**src/rtl/pe_ctrl_sequencer_if.sv**
```systemverilog
// pe_ctrl_sequencer_if: groups the configuration bus and the PE ctrl
// handshake of pe_ctrl_sequencer. With PE_SEQ_PERF_EN defined the
// stall_cycles performance counter is also carried.
interface pe_ctrl_sequencer_if #(
  parameter int CTRL_W = 11,
  parameter int ADDR_W = 4
);
  logic              cfg_we;
  logic [ADDR_W-1:0] cfg_addr;
  logic [CTRL_W-1:0] cfg_data;
  logic              start;
  logic [ADDR_W-1:0] last_pc;
  logic [7:0]        iter;
  logic              abort;
  logic              pe_ready;
  logic [CTRL_W-1:0] ctrl;
  logic              ctrl_valid;
  logic [ADDR_W-1:0] pc;
  logic              busy;
  logic              done;
`ifdef PE_SEQ_PERF_EN
  logic [15:0]       stall_cycles;

  modport master (
    output cfg_we, cfg_addr, cfg_data, start, last_pc, iter, abort, pe_ready,
    input  ctrl, ctrl_valid, pc, busy, done, stall_cycles
  );
  modport slave (
    input  cfg_we, cfg_addr, cfg_data, start, last_pc, iter, abort, pe_ready,
    output ctrl, ctrl_valid, pc, busy, done, stall_cycles
  );
`else
  modport master (
    output cfg_we, cfg_addr, cfg_data, start, last_pc, iter, abort, pe_ready,
    input  ctrl, ctrl_valid, pc, busy, done
  );
  modport slave (
    input  cfg_we, cfg_addr, cfg_data, start, last_pc, iter, abort, pe_ready,
    output ctrl, ctrl_valid, pc, busy, done
  );
`endif
endinterface

```
**src/rtl/pe_ctrl_sequencer.sv**
```systemverilog
// pe_ctrl_sequencer: holds a small program of PE control words and issues
// them one per accepted handshake, repeating the program iter times.
// Optional macro PE_SEQ_PERF_EN adds the stall_cycles counter.
module pe_ctrl_sequencer #(
  parameter int CTRL_W = 11,
  parameter int DEPTH  = 16,
  parameter int ADDR_W = 4
) (
  input  logic                 clk,
  input  logic                 rst_n,
  pe_ctrl_sequencer_if.slave   bus
);

  typedef enum logic [1:0] {IDLE, RUN, DONE} state_t;

  state_t            state_reg;
  logic [CTRL_W-1:0] mem [DEPTH];
  logic [CTRL_W-1:0] ctrl_reg;
  logic              ctrl_valid_reg;
  logic [ADDR_W-1:0] pc_reg;
  logic [ADDR_W-1:0] last_pc_reg;
  logic [7:0]        iter_cnt_reg;
  logic              busy_reg;
  logic              done_reg;

  logic [ADDR_W-1:0] pc_inc;
  logic              issue;
  logic              at_last;

  assign pc_inc  = pc_reg + {{(ADDR_W-1){1'b0}}, 1'b1};
  assign issue   = ctrl_valid_reg && bus.pe_ready;
  assign at_last = (pc_reg == last_pc_reg);

  // Program memory write port; only open in IDLE, and start takes priority.
  always_ff @(posedge clk) begin
    if (state_reg == IDLE && bus.cfg_we && !bus.start)
      mem[bus.cfg_addr] <= bus.cfg_data;
  end

  // Sequencer FSM; ctrl doubles as the registered read port of the memory.
  always_ff @(posedge clk or negedge rst_n) begin
    if (!rst_n) begin
      state_reg      <= IDLE;
      ctrl_reg       <= '0;
      ctrl_valid_reg <= 1'b0;
      pc_reg         <= '0;
      last_pc_reg    <= '0;
      iter_cnt_reg   <= '0;
      busy_reg       <= 1'b0;
      done_reg       <= 1'b0;
    end else begin
      case (state_reg)
        IDLE: begin
          done_reg <= 1'b0;
          if (bus.start) begin
            last_pc_reg  <= bus.last_pc;
            iter_cnt_reg <= bus.iter;
            busy_reg     <= 1'b1;
            if (bus.iter == 8'd0) begin
              state_reg <= DONE;
              done_reg  <= 1'b1;
            end else begin
              state_reg      <= RUN;
              pc_reg         <= '0;
              ctrl_reg       <= mem[{ADDR_W{1'b0}}];
              ctrl_valid_reg <= 1'b1;
            end
          end
        end
        RUN: begin
          if (bus.abort) begin
            state_reg      <= IDLE;
            ctrl_valid_reg <= 1'b0;
            pc_reg         <= '0;
            busy_reg       <= 1'b0;
            done_reg       <= 1'b0;
          end else if (issue) begin
            if (!at_last) begin
              pc_reg   <= pc_inc;
              ctrl_reg <= mem[pc_inc];
            end else if (iter_cnt_reg > 8'd1) begin
              // Wrap straight to the next pass with no bubble.
              iter_cnt_reg <= iter_cnt_reg - 8'd1;
              pc_reg       <= '0;
              ctrl_reg     <= mem[{ADDR_W{1'b0}}];
            end else begin
              iter_cnt_reg   <= iter_cnt_reg - 8'd1;
              ctrl_valid_reg <= 1'b0;
              state_reg      <= DONE;
              done_reg       <= 1'b1;
            end
          end
        end
        DONE: begin
          state_reg <= IDLE;
          busy_reg  <= 1'b0;
          done_reg  <= 1'b0;
          if (bus.abort) begin
            ctrl_valid_reg <= 1'b0;
            pc_reg         <= '0;
          end
        end
        default: begin
          state_reg      <= IDLE;
          ctrl_valid_reg <= 1'b0;
          busy_reg       <= 1'b0;
          done_reg       <= 1'b0;
        end
      endcase
    end
  end

  assign bus.ctrl       = ctrl_reg;
  assign bus.ctrl_valid = ctrl_valid_reg;
  assign bus.pc         = pc_reg;
  assign bus.busy       = busy_reg;
  assign bus.done       = done_reg;

`ifdef PE_SEQ_PERF_EN
  logic [15:0] stall_cnt_reg;

  // Saturating count of RUN cycles where a live word is held back by the PE.
  always_ff @(posedge clk or negedge rst_n) begin
    if (!rst_n) begin
      stall_cnt_reg <= '0;
    end else if (state_reg == IDLE && bus.start) begin
      stall_cnt_reg <= '0;
    end else if (state_reg == RUN && ctrl_valid_reg && !bus.pe_ready &&
                 stall_cnt_reg != 16'hFFFF) begin
      stall_cnt_reg <= stall_cnt_reg + 16'd1;
    end
  end

  assign bus.stall_cycles = stall_cnt_reg;
`endif

endmodule

```
**src/flat_wrapper.sv**
```systemverilog
// flat-port wrapper written by rule: the top's interface ports become plain ports
module pe_ctrl_sequencer_flat 
#(
  parameter int CTRL_W = 11,
  parameter int DEPTH  = 16,
  parameter int ADDR_W = 4
)
  (clk, rst_n, bus_cfg_we, bus_cfg_addr, bus_cfg_data, bus_start, bus_last_pc, bus_iter, bus_abort, bus_pe_ready, bus_ctrl, bus_ctrl_valid, bus_pc, bus_busy, bus_done);
  pe_ctrl_sequencer_if #(.CTRL_W(CTRL_W), .ADDR_W(ADDR_W)) bus_i ();
  input  logic clk;
  input  logic rst_n;
  input wire logic [$bits(bus_i.cfg_we)-1:0] bus_cfg_we;
  input wire logic [$bits(bus_i.cfg_addr)-1:0] bus_cfg_addr;
  input wire logic [$bits(bus_i.cfg_data)-1:0] bus_cfg_data;
  input wire logic [$bits(bus_i.start)-1:0] bus_start;
  input wire logic [$bits(bus_i.last_pc)-1:0] bus_last_pc;
  input wire logic [$bits(bus_i.iter)-1:0] bus_iter;
  input wire logic [$bits(bus_i.abort)-1:0] bus_abort;
  input wire logic [$bits(bus_i.pe_ready)-1:0] bus_pe_ready;
  output wire logic [$bits(bus_i.ctrl)-1:0] bus_ctrl;
  output wire logic [$bits(bus_i.ctrl_valid)-1:0] bus_ctrl_valid;
  output wire logic [$bits(bus_i.pc)-1:0] bus_pc;
  output wire logic [$bits(bus_i.busy)-1:0] bus_busy;
  output wire logic [$bits(bus_i.done)-1:0] bus_done;
  assign bus_i.cfg_we = bus_cfg_we;
  assign bus_i.cfg_addr = bus_cfg_addr;
  assign bus_i.cfg_data = bus_cfg_data;
  assign bus_i.start = bus_start;
  assign bus_i.last_pc = bus_last_pc;
  assign bus_i.iter = bus_iter;
  assign bus_i.abort = bus_abort;
  assign bus_i.pe_ready = bus_pe_ready;
  assign bus_ctrl = bus_i.ctrl;
  assign bus_ctrl_valid = bus_i.ctrl_valid;
  assign bus_pc = bus_i.pc;
  assign bus_busy = bus_i.busy;
  assign bus_done = bus_i.done;
  pe_ctrl_sequencer #(.CTRL_W(CTRL_W), .DEPTH(DEPTH), .ADDR_W(ADDR_W)) u_core (.clk(clk), .rst_n(rst_n), .bus(bus_i));
endmodule
```
**config.mk**
```make
export PLATFORM = sky130hd
export DESIGN_NAME = pe_ctrl_sequencer_flat
export DESIGN_NICKNAME = d
export VERILOG_FILES = /design/src/rtl/pe_ctrl_sequencer_if.sv /design/src/rtl/pe_ctrl_sequencer.sv /design/src/flat_wrapper.sv
export SDC_FILE = /design/constraint.sdc
export NUM_CORES = 1
export LEC_CHECK = 0
export CELL_PAD_IN_SITES_DETAIL_PLACEMENT = 1
export CELL_PAD_IN_SITES_GLOBAL_PLACEMENT = 1
export CORE_MARGIN = 2
export CORE_UTILIZATION = 55
export CTS_CLUSTER_SIZE = 40
export DETAILED_ROUTE_END_ITERATION = 8
export GPL_TIMING_DRIVEN = 1
export HOLD_SLACK_MARGIN = 0.02
export PLACE_DENSITY_LB_ADDON = 0.1
export SLEW_MARGIN = 10
export SYNTH_ARGS = -nofsm -noshare
export SYNTH_HDL_FRONTEND = slang
export SYNTH_SLANG_ARGS = --single-unit
```
**constraint.sdc**
```tcl
create_clock -name clk -period 4.2 [get_ports clk]
set_input_delay 0.42 -clock clk [delete_from_list [all_inputs] [get_ports clk]]
set_output_delay 0.42 -clock clk [all_outputs]
set_load 0.005 [all_outputs]
```
==> results of run 1 <==
==> layout make-up <==
cell class | count | area (sq um) | share of cell area
clock inverter | 13 | 97.59 | 0.009638
inverter | 7 | 26.28 | 0.002595
multi-input combinational | 254 | 2436 | 0.2406
sequential | 208 | 6087 | 0.6011
timing repair buffer | 66 | 620.6 | 0.06129
clock buffer | 28 | 594.3 | 0.05869
tap | 211 | 264.0 | 0.02607
==> through the flow <==
stage / cell area (sq um) / utilization
4_1_cts: 10130 / 0.6636
6_report: 10130 / 0.6636
3_3_place_gp: 9434 / 0.6183
2_1_floorplan: 8640 / -
5_1_grt: 10130 / 0.6636
3_5_place_dp: 9434 / 0.6183
==> kinds of logic after synthesis <==
logic type,count (synthesis)
flip-flops,208
buffers and inverters,28
multiplexers,75
XOR/XNOR,6
AO/OA/AOI/OAI,62
AND/OR/NAND/NOR,105
adder cells (fa/ha/maj),6
==> placed cells by master (no fill, tap or decap), drive strengths merged, types with 3 or more instances in the layout <==
cell type      instances
dfrtp                 32
a31oi                 15
inv                    7
a22oi                  5
mux4                  44
edfxtp               176
buf                   16
nor2                  32
clkinv                12
o21ai                 10
or3                    4
o211ai                12
nand2b                 7
or4                    4
a21oi                  5
nand2                 34
nor3                   7
mux2                  17
xor2                   6
clkbuf                28
mux2i                 14
ha                     6
clkdlybuf4s50         50
nor4                   3
==> power groups by stage <==
stage               logic (mW)  registers [mW]  clock network (mW)
detailed placement        1.32            2.58                   0
global placement          1.27            2.57                   0
finish                    1.33            2.54                1.86
CTS                       1.35            2.55                1.89
floorplan                0.886            2.53                   0
global route              1.46            2.56                1.95
==> final timing paths <==
kind,endpoint,start
max in group asynchronous,u_core.bus.pc[0],rst_n
min,u_core.last_pc_reg[2],rst_n
min reg2reg,u_core.bus.busy,u_core.bus.busy
max,u_core.mem[2][3],u_core.state_reg[0]
min in group clk,u_core.bus.busy,u_core.bus.busy
max reg2reg,u_core.mem[2][3],u_core.state_reg[0]
==> metal layers <==
metal  global-route usage  vias up  routed length (um)
li1                     -     2094                   -
met4              0.07161        0                 546
met2               0.4805      182               11290
met5                    0        -                   0
met1               0.3428     2532                8037
met3              0.05037       44                1291
==> metrics.csv, run 1 <==
metric,value,unit
Fillers,1308,
nets,599,
Synth Area in Compound Gates,0.05272,
worst min path class,in -> async,
total gr overflow,0,
Sw Share,0.2891,
vias per std cell,6.165,
Yosys warnings,0,
cts hold-fix bufs,0,
Root Driver,clkbuf_16,
Post-DP HPWL,13670,um
clock sink count,208,
max reg flops,176,
arrival time worst endpoint,3.09,ns
hold_ws,0.3251,ns
Final Skew,0.02841,ns
DRT iter0 DRCs,388,
Post-CTS Resized,0,
H-tree Lvls,1,
CP max stage cell,nor2_1,
most frequent cell after synthesis,edfxtp_1,
CP Depth,6,
Seq cells post-synth,208,
Clk pwr share,0.324,
Remaining DRCs,0,
"Cell Area, Synth",8640,sq um
max cap viols,0,
I/O pins,51,
setup tns final,0,ns
"Slew Viols, Final",0,
final period utilization,0.7062,
final WL,21160,um
simple-gate share of the synthesized area,0.05807,
placed cells,746,
antenna violations before repair,0,
Yosys cell types,54,
Die Span Y,129.3,um
worst path required time,4.32,ns
top post-synthesis cells by area,"edfxtp_1 (61%), mux4_2 (11%), dfrtp_1 (9.3%), mux2_2 (2.2%), mux2i_1 (1.6%)",
CP max stage delay,0.82,ns
worst-path cell chain,inv_1 > ha_1 > and2b_1 > nand2_1 > or3_1 > nor2_1,
endpoints failing setup,0,
kind of critical path,reg -> reg,
CP endpoint kind,flip-flop,
Tot Pwr,5.736,mW
Final WS setup,1.234,ns
"Reg clk slew, reported paths",0.06,ns
asr flop ratio synth,0.1538,
Area growth syn-to-layout,17.21,%
maximum clock rate,337.2,MHz
Worst R2R Path Depth,6,
share of cells above drive strength 1,0.2066,
Post-synth EDFFs,176,
WL/cell,26.89,um
Yosys top cell by area,edfxtp_1,
Synth Instances,490,
worst skew pair latency,0.53,ns
RSZ-0062 raised after global routing,no,
leakage dissipation,3.328,nW
register share of total power,0.444,
Syn Nets,529,
CTS tree,done,
antenna-violating nets left,0,
Port-buffer cells,50,
Main synth FF type,edfxtp_1,
largest net degree at the start of global routing,49,
crit-path leading delay family,simple AND/OR/NAND/NOR gates,
vias in the first global route,5347,
Max Fanout on Critical Path,11,
post-CTS setup buffers,0,
worst slew pin tran,1.146,ns
Internal,4.078,mW
post-synthesis sequential area ratio,0.7044,
GRT Total Usage,0.2695,
Slew headroom,0.2329,
antenna cell count,0,
# rows,45,
Final Hold Vio Count,0,
Gate power share,0.232,
post-synthesis xor/xnor area fraction,0.006083,
CTS Buf Count,23,
area share of fa/ha/maj cells after synthesis,0.008689,
crit path launch type,flip-flop,
Yosys top cell area share,0.6117,
Die X,129.3,um
pre-CTS setup slack,1.182,ns
power density over the cells,566.4,nW/um^2
global-route wire length before repair,32590,um
Starting Density,0.5662,
mux cell area share after synthesis,0.1531,
status,"finished, final reports clean",
P_sw,1.658,mW
largest family of logic cells by synthesized area,multiplexers,
CTS Buffer Depth,3,
1st-pass router iterations,5,
Synth top cells by count,"edfxtp_1 (176), mux4_2 (44), nand2_1 (33)",
Final Wtd Congestion,0.8546,
syn_area_per_cell,17.63,sq um
Buf/Inv on CP,1,
Core ar.,15260,sq um
peak supply drop,0.3991,mV
via count,4852,
worst reg2reg setup slack,1.23,ns
non-filler cells in the finished layout,787,
full die area,16730,sq um
minimum clock period,2.966,ns
Power figures use the tool's default switching activity.
==> inputs of run 2 (changes only) <==
--- a/config.mk
+++ b/config.mk
@@ -8,7 +8,7 @@
 export CELL_PAD_IN_SITES_DETAIL_PLACEMENT = 1
 export CELL_PAD_IN_SITES_GLOBAL_PLACEMENT = 1
 export CORE_MARGIN = 2
-export CORE_UTILIZATION = 55
+export CORE_UTILIZATION = 51
 export CTS_CLUSTER_SIZE = 40
 export DETAILED_ROUTE_END_ITERATION = 8
 export GPL_TIMING_DRIVEN = 1
==> constraint.sdc (replaced) <==
create_clock -name clk -period 3.1 [get_ports clk]
set_input_delay 0.31 -clock clk [delete_from_list [all_inputs] [get_ports clk]]
set_output_delay 0.31 -clock clk [all_outputs]
set_load 0.005 [all_outputs]
==> metrics.csv, run 2 (same netlist as run 1, synthesis figures left out) <==
metric,value,unit
worst slew pin tran,0.8017,ns
antenna violations before repair,0,
Final Skew,0.01147,ns
WL/cell,25.43,um
Post-CTS Resized,0,
final WL,20500,um
kind of critical path,reg -> reg,
share of cells above drive strength 1,0.2287,
vias in the first global route,5335,
CP endpoint kind,flip-flop,
Port-buffer cells,50,
antenna-violating nets left,0,
Core ar.,16580,sq um
Buf/Inv on CP,1,
Die X,134.2,um
crit-path leading delay family,adder cells,
Post-DP HPWL,13100,um
CTS Buf Count,23,
"Design Area, Final",10290,sq um
antenna cell count,0,
vias per std cell,5.978,
global-route wire length before repair,32090,um
worst min path class,in -> async,
arrival time worst endpoint,2.90,ns
Starting Density,0.5210,
Final Wtd Congestion,0.7735,
Die Span Y,134.2,um
post-CTS setup buffers,0,
total gr overflow,0,
Final Hold Vio Count,0,
"commonest non-fill, non-tap cell in the layout",edfxtp_1,
"Slew Viols, Final",0,
I/O pins,51,
dpl cell area,9538,sq um
leakage dissipation,3.425,nW
Worst R2R Path Depth,7,
clock sink count,208,
crit path launch type,flip-flop,
# rows,47,
worst-path cell chain,ha_2 > buf_12 > mux4_2 > mux2i_1 > nand2_1 > o211ai_1 > a31oi_1,
cts hold-fix bufs,0,
max cap viols,0,
Root Driver,clkbuf_16,
worst path required time,3.45,ns
Slew headroom,0.4614,
minimum clock period,2.545,ns
nets,609,
CTS Buffer Depth,3,
worst reg2reg setup slack,0.55,ns
Max Fanout on Critical Path,25,
status,"finished, final reports clean",
largest net degree at the start of global routing,49,
max reg flops,176,
endpoints failing setup,0,
peak supply drop,0.4071,mV
Remaining DRCs,0,
via count,4818,
RSZ-0062 raised after global routing,no,
H-tree Lvls,1,
most frequent cells in the layout,"edfxtp_1 (176), clkdlybuf4s50_1 (50), mux4_2 (44)",
maximum clock rate,392.9,MHz
setup tns final,0,ns
final period utilization,0.8211,
DRT iter0 DRCs,365,
reg-to-reg startpoint,u_core.bus.pc[1],
CP max stage delay,0.80,ns
worst r2r dst,u_core.bus.ctrl[10],
post-layout util,0.6204,
worst skew pair latency,0.51,ns
1st-pass router iterations,4,
Area growth syn-to-layout,19.09,%
CTS tree,done,
GRT Total Usage,0.2394,
power density over the cells,772.3,nW/um^2
CP max stage cell,ha_2,
full die area,18000,sq um
"Reg clk slew, reported paths",0.06,ns
-- run 2: changes by cell type in the layout (fill, tap and decap cells not counted), sizes merged --
cell	previous run	this run
buf	16	26
clkinv	12	9
bufinv	1	2
clkbuf	28	30
-- run 2: worst max path at each step --
stage | start | end | depth (start not counted)
global placement | bus_start | u_core.bus.ctrl[7] | 6
floorplan | u_core.state_reg[0] | u_core.mem[0][0] | 6
CTS | u_core.bus.pc[1] | u_core.bus.ctrl[10] | 7
global route | u_core.state_reg[0] | u_core.bus.ctrl[2] | 7
finish | u_core.bus.pc[1] | u_core.bus.ctrl[10] | 7
detailed placement | bus_start | u_core.mem[0][3] | 6
-- run 2: through the flow --
step	hold slack (ns)	power [mW]	worst slack, ns	cells
detailed placement	0.4879	5.323	0.5237	765
global placement	0.4712	5.230	0.5656	765
global route	0.2715	8.307	0.3613	806
floorplan	0.01441	4.632	0.5432	490
CTS	0.2458	8.027	0.5194	806
finish	0.2323	7.946	0.5546	806
-- run 2: final cells by class --
class,instances,area [sq um]
Fill cell,1471,6295
Sequential cell,208,6087
Multi-Input combinational cell,254,2429
Timing Repair Buffer,76,720.7
Clock buffer,30,641.9
Tap cell,220,275.3
Clock inverter,11,108.9
Inverter,7,26.28
-- run 2: routing by layer --
metal	GRT usage	part of all wire	vias to the layer above
met5	0	0	-
met4	0.07251	0.018	0
met3	0.04837	0.075	35
met2	0.3915	0.49	161
met1	0.3302	0.41	2501
li1	-	-	2121
-- run 2: power breakdown --
part	internal (mW)	leakage, nW	total, mW	switching [mW]
logic	0.843	1.09	1.84	1.00
registers	3.25	1.96	3.43	0.176
clock network	1.62	0.373	2.67	1.05
